### src/rtl/uart_pkg.sv
// Shared types and constants for the FIFO-fed UART transmitter.
package uart_pkg;

    localparam int   UART_DATA_BITS  = 8;
    localparam logic UART_IDLE_LEVEL = 1'b1;

    typedef enum logic [2:0] {
        ST_IDLE,
        ST_FETCH,
        ST_LATCH,
        ST_START,
        ST_DATA,
        ST_PARITY,
        ST_STOP
    } uart_tx_state_t;

endpackage

### src/rtl/uart_baud_tick.sv
// Bit-period timer: tick is high in the last clk cycle of each CLKS_PER_BIT period.
module uart_baud_tick #(
    parameter int CLKS_PER_BIT = 16
) (
    input  logic clk,
    input  logic reset,
    input  logic clear,
    output logic tick
);

    localparam int               CNT_W = (CLKS_PER_BIT > 1) ? $clog2(CLKS_PER_BIT) : 1;
    localparam logic [CNT_W-1:0] LAST  = CNT_W'(CLKS_PER_BIT - 1);

    logic [CNT_W-1:0] cnt_q, cnt_d;

    always_comb begin
        cnt_d = cnt_q;
        if (clear || (cnt_q == LAST)) begin
            cnt_d = '0;
        end else begin
            cnt_d = cnt_q + CNT_W'(1);
        end
    end

    always_ff @(posedge clk or posedge reset) begin
        if (reset) begin
            cnt_q <= '0;
        end else begin
            cnt_q <= cnt_d;
        end
    end

    assign tick = (cnt_q == LAST) && !clear;

endmodule

### src/rtl/fifo_uart_tx.sv
// Pops bytes from a registered-read FIFO and sends them as 8N1 UART frames.
// Define UART_TX_PARITY_EN to add an even-parity bit after the data bits.
module fifo_uart_tx
    import uart_pkg::*;
#(
    parameter int CLKS_PER_BIT = 16,
    parameter int DATA_W       = 8
) (
    input  logic              clk,
    input  logic              reset,
    input  logic              fifo_empty,
    input  logic [DATA_W-1:0] fifo_data,
    output logic              fifo_rd_en,
    output logic              tx,
    output logic              busy,
    output logic              frame_done
);

    localparam logic [2:0] LAST_BIT = 3'(UART_DATA_BITS - 1);

    uart_tx_state_t    state_q, state_d;
    logic [DATA_W-1:0] shift_q, shift_d;
    logic [2:0]        bit_q, bit_d;
    logic              tx_q, tx_d;
    logic              rd_en_q, rd_en_d;
    logic              baud_clr;
    logic              tick;
`ifdef UART_TX_PARITY_EN
    logic              parity_q, parity_d;
`endif

    uart_baud_tick #(
        .CLKS_PER_BIT (CLKS_PER_BIT)
    ) u_baud (
        .clk   (clk),
        .reset (reset),
        .clear (baud_clr),
        .tick  (tick)
    );

    always_comb begin
        state_d  = state_q;
        shift_d  = shift_q;
        bit_d    = bit_q;
        baud_clr = 1'b0;
`ifdef UART_TX_PARITY_EN
        parity_d = parity_q;
`endif
        case (state_q)
            ST_IDLE: begin
                baud_clr = 1'b1;
                if (!fifo_empty) begin
                    state_d = ST_FETCH;
                end
            end
            // fifo_empty is not rechecked here: only our own pop can drain the FIFO
            ST_FETCH: begin
                baud_clr = 1'b1;
                state_d  = ST_LATCH;
            end
            ST_LATCH: begin
                baud_clr = 1'b1;
                shift_d  = fifo_data;
`ifdef UART_TX_PARITY_EN
                parity_d = ^fifo_data;
`endif
                state_d  = ST_START;
            end
            ST_START: begin
                if (tick) begin
                    bit_d   = '0;
                    state_d = ST_DATA;
                end
            end
            ST_DATA: begin
                if (tick) begin
                    shift_d = shift_q >> 1;
                    if (bit_q == LAST_BIT) begin
                        bit_d = '0;
`ifdef UART_TX_PARITY_EN
                        state_d = ST_PARITY;
`else
                        state_d = ST_STOP;
`endif
                    end else begin
                        bit_d = bit_q + 3'd1;
                    end
                end
            end
`ifdef UART_TX_PARITY_EN
            ST_PARITY: begin
                if (tick) begin
                    state_d = ST_STOP;
                end
            end
`endif
            ST_STOP: begin
                if (tick) begin
                    state_d = ST_IDLE;
                end
            end
            default: begin
                state_d = ST_IDLE;
            end
        endcase

        // tx and rd_en are registered from the state being entered
        case (state_d)
            ST_START: tx_d = 1'b0;
            ST_DATA:  tx_d = shift_d[0];
`ifdef UART_TX_PARITY_EN
            ST_PARITY: tx_d = parity_d;
`endif
            default:  tx_d = UART_IDLE_LEVEL;
        endcase
        rd_en_d = (state_d == ST_FETCH);
    end

    always_ff @(posedge clk or posedge reset) begin
        if (reset) begin
            state_q  <= ST_IDLE;
            shift_q  <= '0;
            bit_q    <= '0;
            tx_q     <= UART_IDLE_LEVEL;
            rd_en_q  <= 1'b0;
`ifdef UART_TX_PARITY_EN
            parity_q <= 1'b0;
`endif
        end else begin
            state_q  <= state_d;
            shift_q  <= shift_d;
            bit_q    <= bit_d;
            tx_q     <= tx_d;
            rd_en_q  <= rd_en_d;
`ifdef UART_TX_PARITY_EN
            parity_q <= parity_d;
`endif
        end
    end

    assign tx         = tx_q;
    assign fifo_rd_en = rd_en_q;
    assign busy       = (state_q != ST_IDLE);
    assign frame_done = (state_q == ST_STOP) && tick;

endmodule

### config.mk
export PLATFORM = sky130hd
export DESIGN_NAME = fifo_uart_tx
export DESIGN_NICKNAME = d
export VERILOG_FILES = /design/src/rtl/uart_pkg.sv /design/src/rtl/uart_baud_tick.sv /design/src/rtl/fifo_uart_tx.sv
export SDC_FILE = /design/constraint.sdc
export NUM_CORES = 1
export LEC_CHECK = 0
export BUFFER_PORTS_ARGS = -buffer_cell sky130_fd_sc_hd__buf_2
export CAP_MARGIN = 20
export CORE_MARGIN = 8
export CORE_UTILIZATION = 48
export DETAILED_ROUTE_END_ITERATION = 10
export PLACE_DENSITY = 0.72
export SLEW_MARGIN = 25
export SYNTH_ARGS = -nofsm -noshare
export SYNTH_HDL_FRONTEND = slang
export SYNTH_SLANG_ARGS = --single-unit
### constraint.sdc
create_clock -name clk -period 1.74 [get_ports clk]
set_clock_uncertainty 0.2 [all_clocks]
set_input_delay 0.174 -clock clk [delete_from_list [all_inputs] [get_ports clk]]
set_output_delay 0.174 -clock clk [all_outputs]
set_load 0.05 [all_outputs]
# Word level (Yosys, flattened, before mapping)

Cells that the tools add are included.

Output and inout port bits: 4
Bits in registers: 20
Input port bits: 11
Word-level logic and storage cells: 47

Multiplexer cells: 15
Equal/unequal tests: 12
Reduce and logical (&&, ||, !) cells: 11
Add/sub/neg operators: 2

Operator list:

| cell                                           | number |
|---|---|
| 2-to-1 mux 3 bit                               | 8 |
| case mux 3 bit (6 select lines)                | 1 |
| case mux 8 bit (2 select lines)                | 1 |
| == test 3 bit (second input constant)          | 4 |
| == test 3 x 2 -> 1 bit (second input constant) | 3 |
| 2-to-1 mux 8 bit                               | 1 |
| == test 3 x 1 -> 1 bit (second input constant) | 2 |
| case mux 3 bit (2 select lines)                | 1 |
| adder 4 x 1 -> 4 bit (second input constant)   | 1 |
| == test 4 bit (second input constant)          | 1 |
| 2-to-1 mux 4 bit                               | 1 |
| != test 2 bit (second input constant)          | 2 |
| nonzero test 2 bit                             | 2 |
| adder 3 x 1 -> 3 bit (second input constant)   | 1 |
| zero test 3 bit                                | 1 |
| AND reduction 3 bit                            | 1 |
| nonzero test 3 bit                             | 1 |
| OR reduction 3 bit                             | 1 |
| logical AND 1 bit                              | 2 |
| case mux 1 bit (2 select lines)                | 1 |
| AND reduction 2 bit                            | 1 |
| zero test 1 bit                                | 1 |
| logical OR 1 bit                               | 1 |
| 2-to-1 mux 1 bit                               | 1 |

# Depth between registers and ports, before layout

Depth in word-level cells: 9
Mapped depth: 6
Gate-level depth less buffers: 5

# Cells and area by module

A second synthesis with hierarchy kept.

Cells, all modules: 97
Area, all modules: 1036.0 um^2

Modules (own cells, without submodules):

| module         | instances | sequential area each (um^2) | cells an instance | area each (um^2) |
|---|---|---|---|---|
| fifo_uart_tx   | 1         | 401.6                       | 82                | 858.3 |
| uart_baud_tick | 1         | 100.1                       | 15                | 177.7 |

# Least setup slack after synthesis

No wires, ideal clock.

Path kind: flip-flop to output port
From: register state_q[2]
To: output port frame_done
Arrival time: 1.750 ns
Data required time: 1.366 ns
Buffers on the path: 1
Slack: -0.384 ns
Stages on the path, launching flop included: 4
Cell sequence: dfrtp_1 > buf_2 > nand4_1 > nor3_1

Word-level cells in the longest chain between the ends: 6
Elaborated cells between the ends (all ways): 9
Classes of those cells: 3 x eq/ne; 1 x mux; 5 x reduce/logical

Ends and longest elaborated chain:

| element                                        | RTL line             | text |
|---|---|---|
| start: declaration                             | fifo_uart_tx.sv:21   | `uart_tx_state_t state_q, state_d;` |
| start signal: assignment                       | fifo_uart_tx.sv:130  | `state_q <= state_d;` |
| == test 3 x 2 -> 1 bit (tied with other cells) | fifo_uart_tx.sv:49   | `case (state_q)` |
| OR reduction 3 bit (no line)                   | n/a                  |  |
| 2-to-1 mux 1 bit                               | fifo_uart_tx.sv:49   |  |
| zero test 1 bit                                | uart_baud_tick.sv:33 | `assign tick = (cnt_q == LAST) && !clear;` |
| logical AND 1 bit                              | uart_baud_tick.sv:33 |  |
| logical AND 1 bit (*)                          | fifo_uart_tx.sv:144  | `assign frame_done = (state_q == ST_STOP) && tick;` |
| end: declaration                               | fifo_uart_tx.sv:16   | `output logic frame_done` |

Every way passes the cells marked *; elsewhere a longest branch is shown, timed or not.

# Final worst setup path

From: register u_baud.cnt_q[0]
To: output port frame_done

Word-level cells in the longest chain between the ends: 3

Ends and longest elaborated chain:

| element                  | RTL line             | text |
|---|---|---|
| start: declaration       | uart_baud_tick.sv:14 | `logic [CNT_W-1:0] cnt_q, cnt_d;` |
| start signal: assignment | uart_baud_tick.sv:29 | `cnt_q <= cnt_d;` |
| == test 4 bit            | uart_baud_tick.sv:33 |  |
| logical AND 1 bit        | uart_baud_tick.sv:33 |  |
| logical AND 1 bit        | fifo_uart_tx.sv:144  |  |

Every way passes these cells.

==> impl_metrics.yaml <==
die:
  chipHeight_um: 60.57
  die_x_um: 60.57
  core-area_um2: 1922
  dieArea_um2: 3668
  rows: 16
  initial_core_util_pct: 49.61
  io_pins: 15
sta:
  post-route-min-period_ns: 1.817
  setup_viol: 3
  hold_viol_final: 0
  fmaxAchievable_mhz: 550.2
  fin_ws_ns: -0.07750
  period_share_pct: 104.5
  grt_setup_unrepaired: "true"
  worst_pin_slew_ns: 0.2867
  maxSlewViolCount: 0
  slew_headroom_pct: 80.89
yosys:
  syn-cell-area_um2: 953.4
  synth_top_family_by_area: "simple AND/OR/NAND/NOR gates"
  yosys.area_share.adder_pct: 3.937
  synth-compound-area-share_pct: 14.57
  synth_edf_count: 0
  ys_seq_area_share_pct: 52.62
  async_flop_share_pct: 100.0
  synthSimpleGateAreaFrac_pct: 20.87
  yosysUniqueCellTypes: 34
  synth_flop_cell: "dfrtp_1"
  synthXorXnorAreaFrac_pct: 1.837
  synth.area.mux_share_pct: 2.362
  post_synth.cell_area_avg_um2: 10.36
  ys_ff_latch: 20
  synth.net_count: 106
  netlist_instances: 92
  yosys_warnings: 0
cells_and_area:
  fillers: 156
  seq_area_um2: 504.2
  n_antenna_cell: 0
  multi_input_area_um2: 446.7
  layout-drive-gt1-share_pct: 38.06
  syn_to_final_growth_pct: 42.13
  nNetsFinal: 149
  layout_common_cells: "nand2_1 (18), buf_4 (18), dfrtp_1 (17)"
  final_cells: 161
route:
  wirelength_um: 2204
  wl_per_cell_um: 13.69
  vias: 859
  vias_per_cell: 5.335
  ant_nets: 0
  drt-initial-drc-count: 31
  firstDrtPassIters: 4
  drc_errors: 0
placement:
  dp_hpwl_um: 1500
  dp.cells: 141
  portBuffers: 14
  place.gp.congestion: 0.8972
global_route:
  grt_usage_pct: 13.75
  grt_pass1_vias: 881
  grt_antenna_before_repair: 0
  grt_pass1_wl_um: 3767
  grt.overflow.total: 0
  grt_max_degree: 21
clock_tree:
  cts_root_buffer: "clkbuf_4"
  cts_tree: "done"
  cts_buffers: 3
  cts.sinks: 20
  clkSlewWorstSetupHoldPaths_ns: 0.11
  h-tree-depth: 1
  clock_latency_ns: 0.30
  clockBufferDepth: 2
pwr:
  finalPower_mw: 0.8053
  power.leakage_nw: 0.6524
  ir_drop_v: 0.0005286
  p_per_area_nw_per_um2: 594.3
worst_setup_path:
  required_ns: 1.37
  crit_cells: 5
  cp_max_fo: 4
  worst_r2r_path_depth: 6
  critPathCaptureType: "output pin"
  crit_chain: "ha_4, nand4_1, buf_4, nor3_4, buf_6"
  cp.arrival_ns: 1.44
  cp-start-kind: "flop"
  worst_path_dominant_cell_family: "flip-flops"
  crit_type: "flop to output pin"
  r2r-end: "tx"
  worst-r2r-setup-slack_ns: -0.07
  worst_path_max_delay_cell: "dfrtp_1"
  rr_startpoint: "state_q[2]"
  critPathMaxStageDelay_ns: 0.42
  cp_num_buf_inv: 2
hold_path:
  hold_path.class: "input pin to flop"
  hold_depth: 3
  worstHoldStart: "fifo_data[0]"
  min_to: "shift_q[0]"
run_status:
  violations: "setup timing"
  status: "complete, but fails checks"
job:
  timing.max_cap.violations: 0
## flip-flops by register name (all words and copies together), names as in the netlist
register	flops
bit_q	3
shift_q	8
tx	1
fifo_rd_en	1
state_q	3
u_baud.cnt_q	4
## layout make-up
class | count | area share [%]
inverter | 3 | 0.8310
sequential | 20 | 37.21
timing repair buffer | 42 | 23.82
clock buffer | 4 | 2.678
tap | 27 | 2.493
multi-input combinational | 65 | 32.96
## kinds of logic after synthesis
group	Yosys count
simple gates	39
flops	20
mux	2
xor+xnor	2
fa+ha+maj	3
buf+inv	7
compound gates	19
## power by group
part           internal [mW]  switching (mW)  leakage (nW)  total (mW)
combinational         0.0295          0.0238         0.402      0.0533
clock                  0.128           0.145        0.0210       0.273
sequential             0.475         0.00455         0.230       0.479
total                  0.632           0.173         0.652       0.805
## worst max-delay path by stage
stage / startpoint / to
detailed placement: u_baud.cnt_q[1] / tx
finish: u_baud.cnt_q[0] / frame_done
global placement: u_baud.cnt_q[0] / tx
floorplan: state_q[1] / tx
global route: u_baud.cnt_q[0] / frame_done
CTS: u_baud.cnt_q[1] / frame_done
## timing repair
action,in CTS,in global routing
buffers inserted,6,1
pin swaps,3,1
resized for setup,11,0
hold endpoints to repair,28,0
setup endpoints to repair,3,5
hold buffers,9,0
## tightest hold or removal path, delay by kind of cell
kind,cells,cell delay (ns)
AOI/OAI and AO/OA,1,0.11
buffers and inverters,1,0.08
and+or+nand+nor,1,0.12
## through the flow
| step | util [%] | instance area, um^2 | worst slack, ns | hold WS (ns) | TNS (ns) |
|---|---|---|---|---|---|
| after global routing | 70.51 | 1355 | -0.1701 | 0.02380 | -0.4536 |
| after floorplan | - | 963.4 | -0.03319 | -0.06291 | -0.03319 |
| after detailed placement | 58.92 | 1132 | -0.006360 | 0.01342 | -0.006360 |
| after CTS | 70.12 | 1348 | -0.06738 | 0.001546 | -0.1508 |
| final | 70.51 | 1355 | -0.07750 | 0.01748 | -0.1697 |
| after global placement | 58.92 | 1132 | 0.02331 | 0.004328 | 0 |
## cells in the mapped netlist (2+ instances only)
library cell | instances | area [um^2]
buf_2 | 2 | 10.01
nor3_1 | 3 | 15.01
dfrtp_1 | 19 | 475.5
nand2_1 | 18 | 67.56
mux2_2 | 2 | 22.52
a21oi_1 | 3 | 15.01
ha_1 | 3 | 37.54
nor2_1 | 7 | 26.28
a221o_1 | 2 | 20.02
a22oi_1 | 6 | 45.04
inv_1 | 3 | 11.26
a22o_1 | 2 | 17.52
## routing by layer
| layer | routed length, um | global-route usage, % | vias to the layer above | share of wire (%) |
|---|---|---|---|---|
| met2 | 1108 | 24.13 | 24 | 50 |
| met1 | 907 | 14.77 | 420 | 41 |
| met5 | 0 | 0 | - | 0 |
| li1 | - | - | 408 | - |
| met4 | 63 | 7.973 | 0 | 2.9 |
| met3 | 124 | 2.966 | 7 | 5.6 |
No activity file was read; power rests on OpenSTA's default activity.
